`src/rtl/ransac_fixed.sv`:
```
// Shared signed Q16.16 fixed-point format, Newton mode and FMA opcode types,
// plus the constants the refinement loop is built from.
package ransac_fixed;

    localparam int unsigned VALUE_W = 32;
    localparam int unsigned FRAC_W  = 16;

    typedef logic signed [VALUE_W-1:0] fixed_t;

    typedef enum logic {
        RSQRT = 1'b0,
        RECIP = 1'b1
    } newton_mode_t;

    typedef enum logic [1:0] {
        FMA_OPCODE_POS_A_POS_C = 2'd0,
        FMA_OPCODE_NEG_A_POS_C = 2'd1,
        FMA_OPCODE_POS_A_NEG_C = 2'd2,
        FMA_OPCODE_NEG_A_NEG_C = 2'd3
    } fma_opcode_t;

    function automatic int unsigned value_bits();
        return VALUE_W;
    endfunction

    function automatic int unsigned frac_bits();
        return FRAC_W;
    endfunction

    function automatic fixed_t one();
        return fixed_t'(1) << FRAC_W;
    endfunction

    function automatic fixed_t two();
        return one() << 1;
    endfunction

    function automatic fixed_t three();
        return one() + (one() << 1);
    endfunction

endpackage

```
`src/rtl/slow_fp_fused_multiply_add.sv`:
```
// Pipelined fixed-point fused multiply-add, r = (+/-a)*b + (+/-c), with a fixed
// issue-to-output latency; the product is truncated toward -inf and wraps.
module slow_fp_fused_multiply_add
    import ransac_fixed::*;
#(
    parameter int unsigned latency        = 1,
    parameter bit          reset_polarity = 1'b1
) (
    input  logic        clock,
    input  logic        reset,
    input  logic        input_valid,
    output logic        input_ready,
    input  fma_opcode_t opcode,
    input  fixed_t      a,
    input  fixed_t      b,
    input  fixed_t      c,
    output logic        output_valid,
    output fixed_t      result
);

    localparam int unsigned PROD_W = 2 * VALUE_W;

    logic                     reset_active;
    fixed_t                   a_eff;
    fixed_t                   c_eff;
    fixed_t                   sum;
    logic signed [PROD_W-1:0] product;
    logic [latency-1:0]       valid_pipe;
    fixed_t                   result_pipe [latency];

    assign reset_active = (reset == reset_polarity);
    assign input_ready  = 1'b1;

    // Operand sign selection and the single-cycle arithmetic feeding the pipe.
    always_comb begin
        a_eff = a;
        c_eff = c;
        case (opcode)
            FMA_OPCODE_NEG_A_POS_C: a_eff = -a;
            FMA_OPCODE_POS_A_NEG_C: c_eff = -c;
            FMA_OPCODE_NEG_A_NEG_C: begin
                a_eff = -a;
                c_eff = -c;
            end
            default: ;
        endcase
        product = PROD_W'(a_eff) * PROD_W'(b);
        sum     = fixed_t'(product >>> FRAC_W) + c_eff;
    end

    always_ff @(posedge clock) begin
        if (reset_active) begin
            valid_pipe <= '0;
        end else begin
            valid_pipe[0] <= input_valid;
            for (int i = 1; i < int'(latency); i++) begin
                valid_pipe[i] <= valid_pipe[i-1];
            end
        end
    end

    always_ff @(posedge clock) begin
        result_pipe[0] <= sum;
        for (int i = 1; i < int'(latency); i++) begin
            result_pipe[i] <= result_pipe[i-1];
        end
    end

    assign output_valid = valid_pipe[latency-1];
    assign result       = result_pipe[latency-1];

endmodule

```
`src/rtl/newtons_method_iterative.sv`:
```
// Multi-iteration Newton-Raphson refinement (1/sqrt(x) or 1/x) sequenced over a
// single shared FMA, with valid/ready on both sides and domain-error reporting.
module newtons_method_iterative
    import ransac_fixed::*;
#(
    parameter int unsigned multiply_latency = ransac_fixed::value_bits() / 16,
    parameter int unsigned max_iterations   = 4,
    parameter int unsigned iter_w           = $clog2(max_iterations + 1),
    parameter bit          reset_polarity   = 1'b1
) (
    input  logic              clock,
    input  logic              reset,
    input  logic              input_valid,
    output logic              input_ready,
    input  logic              mode,
    input  logic [iter_w-1:0] iterations,
    input  fixed_t            number,
    input  fixed_t            initial_guess,
    output logic              output_valid,
    input  logic              output_ready,
    output fixed_t            result,
    output logic [iter_w-1:0] iterations_done,
    output logic              domain_error
);

    localparam logic [1:0] S_IDLE  = 2'd0;
    localparam logic [1:0] S_ISSUE = 2'd1;
    localparam logic [1:0] S_WAIT  = 2'd2;
    localparam logic [1:0] S_DONE  = 2'd3;

    localparam logic [iter_w-1:0] MAX_ITER = iter_w'(max_iterations);

    logic [1:0]        state_q, state_n;
    newton_mode_t      mode_q, mode_n;
    fixed_t            x_q, x_n;
    fixed_t            g_q, g_n;
    fixed_t            prev_q, prev_n;
    logic [1:0]        op_q, op_n;
    logic [iter_w-1:0] iter_q, iter_n;
    logic [iter_w-1:0] req_q, req_n;
    fixed_t            result_n;
    logic [iter_w-1:0] iterations_done_n;
    logic              domain_error_n;

    logic [iter_w-1:0] req_clamped;
    logic              req_domain_error;
    logic              last_op;
    fixed_t            g_next;

    logic   fma_reset;
    logic   fma_input_valid;
    logic   fma_input_ready;
    fixed_t fma_a;
    fixed_t fma_c;
    logic   fma_output_valid;
    fixed_t fma_result;

    // The FMA shares our active-high reset whatever polarity it is built for.
    assign fma_reset = reset_polarity ? reset : ~reset;

    slow_fp_fused_multiply_add #(
        .latency        (multiply_latency),
        .reset_polarity (reset_polarity)
    ) u_fma (
        .clock        (clock),
        .reset        (fma_reset),
        .input_valid  (fma_input_valid),
        .input_ready  (fma_input_ready),
        .opcode       (FMA_OPCODE_POS_A_POS_C),
        .a            (fma_a),
        .b            (g_q),
        .c            (fma_c),
        .output_valid (fma_output_valid),
        .result       (fma_result)
    );

    assign req_clamped      = (iterations > MAX_ITER) ? MAX_ITER : iterations;
    assign req_domain_error = mode ? (number == fixed_t'(0)) : (number <= fixed_t'(0));

    // Operand schedule: every op multiplies by g; a and c depend on mode and op.
    always_comb begin
        fma_a   = prev_q;
        fma_c   = '0;
        last_op = 1'b0;
        if (mode_q == RSQRT) begin
            last_op = (op_q == 2'd2);
            case (op_q)
                2'd0: fma_a = x_q;
                2'd1: begin
                    fma_a = -prev_q;
                    fma_c = three();
                end
                default: fma_a = prev_q;
            endcase
        end else begin
            last_op = (op_q == 2'd1);
            if (op_q == 2'd0) begin
                fma_a = -x_q;
                fma_c = two();
            end
        end
    end

    always_comb begin
        state_n           = state_q;
        mode_n            = mode_q;
        x_n               = x_q;
        g_n               = g_q;
        prev_n            = prev_q;
        op_n              = op_q;
        iter_n            = iter_q;
        req_n             = req_q;
        result_n          = result;
        iterations_done_n = iterations_done;
        domain_error_n    = domain_error;
        fma_input_valid   = 1'b0;
        g_next            = (mode_q == RSQRT) ? (fma_result >>> 1) : fma_result;

        case (state_q)
            S_IDLE: begin
                if (input_valid && input_ready) begin
                    mode_n = newton_mode_t'(mode);
                    x_n    = number;
                    g_n    = initial_guess;
                    req_n  = req_clamped;
                    op_n   = '0;
                    iter_n = '0;
                    if (req_domain_error) begin
                        state_n           = S_DONE;
                        result_n          = '0;
                        domain_error_n    = 1'b1;
                        iterations_done_n = '0;
                    end else if (req_clamped == '0) begin
                        state_n           = S_DONE;
                        result_n          = initial_guess;
                        domain_error_n    = 1'b0;
                        iterations_done_n = '0;
                    end else begin
                        state_n = S_ISSUE;
                    end
                end
            end
            S_ISSUE: begin
                if (fma_input_ready) begin
                    fma_input_valid = 1'b1;
                    state_n         = S_WAIT;
                end
            end
            S_WAIT: begin
                if (fma_output_valid) begin
                    prev_n = fma_result;
                    if (!last_op) begin
                        op_n    = op_q + 2'd1;
                        state_n = S_ISSUE;
                    end else begin
                        g_n    = g_next;
                        op_n   = '0;
                        iter_n = iter_q + iter_w'(1);
                        if (iter_n < req_q) begin
                            state_n = S_ISSUE;
                        end else begin
                            state_n           = S_DONE;
                            result_n          = g_next;
                            domain_error_n    = 1'b0;
                            iterations_done_n = iter_n;
                        end
                    end
                end
            end
            default: begin
                if (output_ready) begin
                    state_n = S_IDLE;
                end
            end
        endcase
    end

    always_ff @(posedge clock) begin
        if (reset) begin
            state_q         <= S_IDLE;
            mode_q          <= RSQRT;
            x_q             <= '0;
            g_q             <= '0;
            prev_q          <= '0;
            op_q            <= '0;
            iter_q          <= '0;
            req_q           <= '0;
            input_ready     <= 1'b1;
            output_valid    <= 1'b0;
            result          <= '0;
            iterations_done <= '0;
            domain_error    <= 1'b0;
        end else begin
            state_q         <= state_n;
            mode_q          <= mode_n;
            x_q             <= x_n;
            g_q             <= g_n;
            prev_q          <= prev_n;
            op_q            <= op_n;
            iter_q          <= iter_n;
            req_q           <= req_n;
            input_ready     <= (state_n == S_IDLE);
            output_valid    <= (state_n == S_DONE);
            result          <= result_n;
            iterations_done <= iterations_done_n;
            domain_error    <= domain_error_n;
        end
    end

endmodule

```
`config.mk`:
```
export PLATFORM = sky130hd
export DESIGN_NAME = newtons_method_iterative
export DESIGN_NICKNAME = d
export VERILOG_FILES = /design/src/rtl/ransac_fixed.sv /design/src/rtl/slow_fp_fused_multiply_add.sv /design/src/rtl/newtons_method_iterative.sv
export SDC_FILE = /design/constraint.sdc
export NUM_CORES = 2
export LEC_CHECK = 0
export ABC_AREA = 1
export CAP_MARGIN = 20
export CORE_MARGIN = 2
export CORE_UTILIZATION = 40
export DETAILED_ROUTE_END_ITERATION = 8
export PLACE_DENSITY = 0.68
export SYNTH_ARGS = -nofsm -noshare
export SYNTH_HDL_FRONTEND = slang
export SYNTH_SLANG_ARGS = --single-unit
```
`constraint.sdc`:
```
create_clock -name clock -period 21.8 [get_ports clock]
set_clock_uncertainty 0.05 [all_clocks]
set_input_delay 2.18 -clock clock [delete_from_list [all_inputs] [get_ports clock]]
set_output_delay 2.18 -clock clock [all_outputs]
set_load 0.01 [all_outputs]
```
==> Implementation_results.wiki <==
{| class="wikitable"
! Metric !! Value
|-
| Starting density of the core || 40.4%
|-
| Number of unique standard cell types used by synthesis || 61
|-
| Worst Path Arrival || 12,470 ps
|-
| Fin util || 43.6%
|-
| # nets final || 6,135
|-
| Filler cell count in the final layout || 9,850
|-
| Half-perimeter wire length after placement || 119,000 µm
|-
| Global-route wire length before repair || 224,000 µm
|-
| Post-synth design cell area || 39,700 µm²
|-
| Flop2flop setup slack || 9730 ps
|-
| Delay-heaviest family, CP || adder cells
|-
| Run status || finished clean
|-
| Setup TNS || 0 ps
|-
| Critical register-to-register path endpoint || u_fma.result_pipe[0][22]
|-
| Critical-path top delay cell || sky130_fd_sc_hd__inv_1
|-
| Clock-pin slew of the registers on the worst-case setup and hold paths || 60 ps
|-
| Cell count of the worst hold path || 0
|-
| Fin. max-slew vios || 0
|-
| Type of the worst min-delay path || flop to flop
|-
| Leading post-synthesis cells by instance count || 1,091 x sky130_fd_sc_hd__inv_1, 839 x sky130_fd_sc_hd__fa_1, 787 x sky130_fd_sc_hd__nand2_1
|-
| Die area || 102,000 µm²
|-
| Routability-driven placement congestion ratio || 1.05
|-
| Required time at the endpoint of the critical path || 22,200 ps
|-
| Count of clock tree sinks || 211
|-
| Number of cell instances on the worst register-to-register path || 43
|-
| CTS tree || built
|-
| Upper clock frequency limit || 0.0828 GHz
|-
| Root Buffer || sky130_fd_sc_hd__clkbuf_16
|-
| Count of buffers from port buffering || 109
|-
| Most instantiated flip-flop cell in the synthesis netlist || sky130_fd_sc_hd__dfxtp_1
|-
| Number of rows in the core area || 115
|-
| Critical path class || flop to flop
|-
| Most common cell type on the critical path || sky130_fd_sc_hd__inv_1
|-
| Via count of the first global-routing pass || 35,400
|-
| Ratio of routed vias to standard cells || 5.44
|-
| EDFF count, synth || 0
|-
| #FFs+latches synth || 211
|-
| Ratio of cells with drive above 1 in the final layout || 4.42%
|-
| Launch instance of the worst min-delay path || u_fma.result_pipe[0][8]
|-
| Boundary Pins || 110
|-
| Post-synthesis area per instance || 7.82 µm²
|-
| Final WL || 149,000 µm
|-
| Pin count of the biggest net entering global routing || 84
|-
| Post-DR wirelength/cell || 23.5 µm
|-
| Period utilisation layout || 55.4%
|-
| Final setup viols || 0
|-
| Antenna violations before repair || 4
|-
| Number of buffers on the longest clock path || 3
|-
| DR vias || 34,600
|-
| Synth area leader || sky130_fd_sc_hd__fa_1
|-
| Nature of the critical path endpoint || flop
|-
| Total Routing Usage GR || 29.4%
|-
| Most instantiated library cell after synthesis || sky130_fd_sc_hd__inv_1
|-
| RSZ-0062 raised after global routing || no
|-
| Combined area of the multi-input logic cells || 30,300 µm²
|-
| Minimum period implied by the final worst setup slack || 12,070 ps
|-
| Final antenna-violating net count || 0
|-
| Reg area || 4230 µm²
|-
| Synthesized instance count || 5,079
|-
| Horiz. Die Dim || 319 µm
|-
| Post-CTS Repair Setup Buffers || 0
|-
| Final hold violations || 0
|-
| Actual slew at the worst max-slew pin || 1150 ps
|-
| Inserted Clock Buffers || 25
|-
| Overflow after GRT || 0
|-
| Buffers & Inverters on Critical Path || 16
|-
| Yosys Warn Count || 0
|-
| Drt initial violations || 3,249
|-
| Slowest Stage Delay on Critical Path || 750 ps
|-
| Height of the die || 319 µm
|-
| Core Footprint || 98,400 µm²
|-
| Syn_nets || 6,163
|-
| Cell types occupying the most area after synthesis || sky130_fd_sc_hd__fa_1 42%, sky130_fd_sc_hd__dfxtp_1 11%, sky130_fd_sc_hd__inv_1 10%
|-
| Hold endpoint || u_fma.result_pipe[0][40]
|-
| Proportion of synthesized flip-flops having asynchronous set or reset || 0%
|-
| Drt drc || 0
|-
| Startpoint of the worst-slack reg-to-reg timing path || op_q[0]
|-
| Maximum fanout along the worst path || 83
|-
| Sequential-to-total area share from yosys stat || 10.6%
|-
| Clock insertion delay at the later pin of the skew report || 560 ps
|-
| Layout overhead on the synthesized area || 8.14%
|-
| Synth top area share || 42.3%
|-
| CTS Hold Buffers Added || 0
|-
| Number of H-tree levels || 1
|-
| Maxcap violations || 0
|-
| Diode insertion count for antenna repair || 0
|-
| Resize count post-CTS || 0
|-
| Drt pass-1 iters || 8
|-
| Tightest slew margin relative to the limit || 23.0%
|-
| Critical Path Start Type || flop
|}
[per-layer routing]
metal	track usage [%]	routed length, µm	up-vias
met2	44.3	63900	1975
met5	0	45	-
met1	39.4	59400	17200
li1	-	-	15100
met3	6.92	16500	369
met4	15.3	9420	6
[final cells by class]
cell class,instances,share of cell area (%)
Timing Repair Buffer,176,3.83
Clock buffer,32,1.61
Sequential cell,211,9.84
Multi-Input combinational cell,3501,70.6
Inverter,1136,9.94
Tap cell,1287,3.75
Clock inverter,14,0.422
[registers in the layout, summed over array words and instances (netlist names)]
name / count
g_q: 32
prev_q: 32
op_q: 2
result: 32
iter_q: 3
state_q: 2
x_q: 32
iterations_done: 3
output_valid: 1
u_fma.valid_pipe: 2
u_fma.result_pipe: 64
req_q: 3
input_ready: 1
mode_q: 1
domain_error: 1
[through the flow]
| stage | setup WS (ps) | instance area, µm² | hold slack, ps | std cells |
|---|---|---|---|---|
| 2_1_floorplan | 12620 | 39700 | 260 | 5079 |
| 3_3_place_gp | 10040 | 42000 | 262 | 6308 |
| 3_5_place_dp | 10060 | 42000 | 262 | 6309 |
| 4_1_cts | 10000 | 42900 | 277 | 6355 |
| 5_1_grt | 9250 | 43000 | 282 | 6357 |
| 6_report | 9730 | 43000 | 276 | 6357 |
[logic make-up (layout without fill, tap and decap cells)]
logic type	Yosys count	in the layout	share of synthesized area, %
AND/OR/NAND/NOR	1817	1817	18.9
flip-flops	211	211	10.6
adder cells (fa/ha/maj)	1012	1012	47.7
XOR/XNOR	53	53	1.19
AO/OA/AOI/OAI	619	619	8.52
buffers and inverters	1367	1358	13.1
[worst max path at each step]
stage                       start                       end  slack (ps)  cells after the start
after floorplan           op_q[0]  u_fma.result_pipe[0][30]       12620                     47
after global placement    op_q[0]  u_fma.result_pipe[0][30]       10040                     45
after detailed placement  op_q[0]  u_fma.result_pipe[0][30]       10060                     45
after CTS                 op_q[0]  u_fma.result_pipe[0][30]       10000                     45
after global routing      op_q[0]  u_fma.result_pipe[0][30]        9250                     43
final                     op_q[0]  u_fma.result_pipe[0][22]        9730                     43
[cell usage in the layout, fill, tap and decap left out, types with 24 or more instances in the layout]
cell	synthesis	routed
sky130_fd_sc_hd__clkinv_1	24	24
sky130_fd_sc_hd__buf_4	6	64
sky130_fd_sc_hd__nand3_1	130	129
sky130_fd_sc_hd__nand4_1	33	33
sky130_fd_sc_hd__clkdlybuf4s50_1	0	109
sky130_fd_sc_hd__a21oi_1	227	227
sky130_fd_sc_hd__nor2_1	752	750
sky130_fd_sc_hd__o21ai_0	271	271
sky130_fd_sc_hd__clkbuf_16	0	25
sky130_fd_sc_hd__xor2_1	33	33
sky130_fd_sc_hd__a31oi_1	41	41
sky130_fd_sc_hd__nand2_2	25	27
sky130_fd_sc_hd__fa_1	839	839
sky130_fd_sc_hd__nand2_1	787	785
sky130_fd_sc_hd__ha_1	173	172
sky130_fd_sc_hd__dfxtp_1	211	210
sky130_fd_sc_hd__inv_1	1091	1087
Power is left out: the tool's default activity adds up to more than one toggle a clock period on the data nets, which glitch-free logic cannot reach.
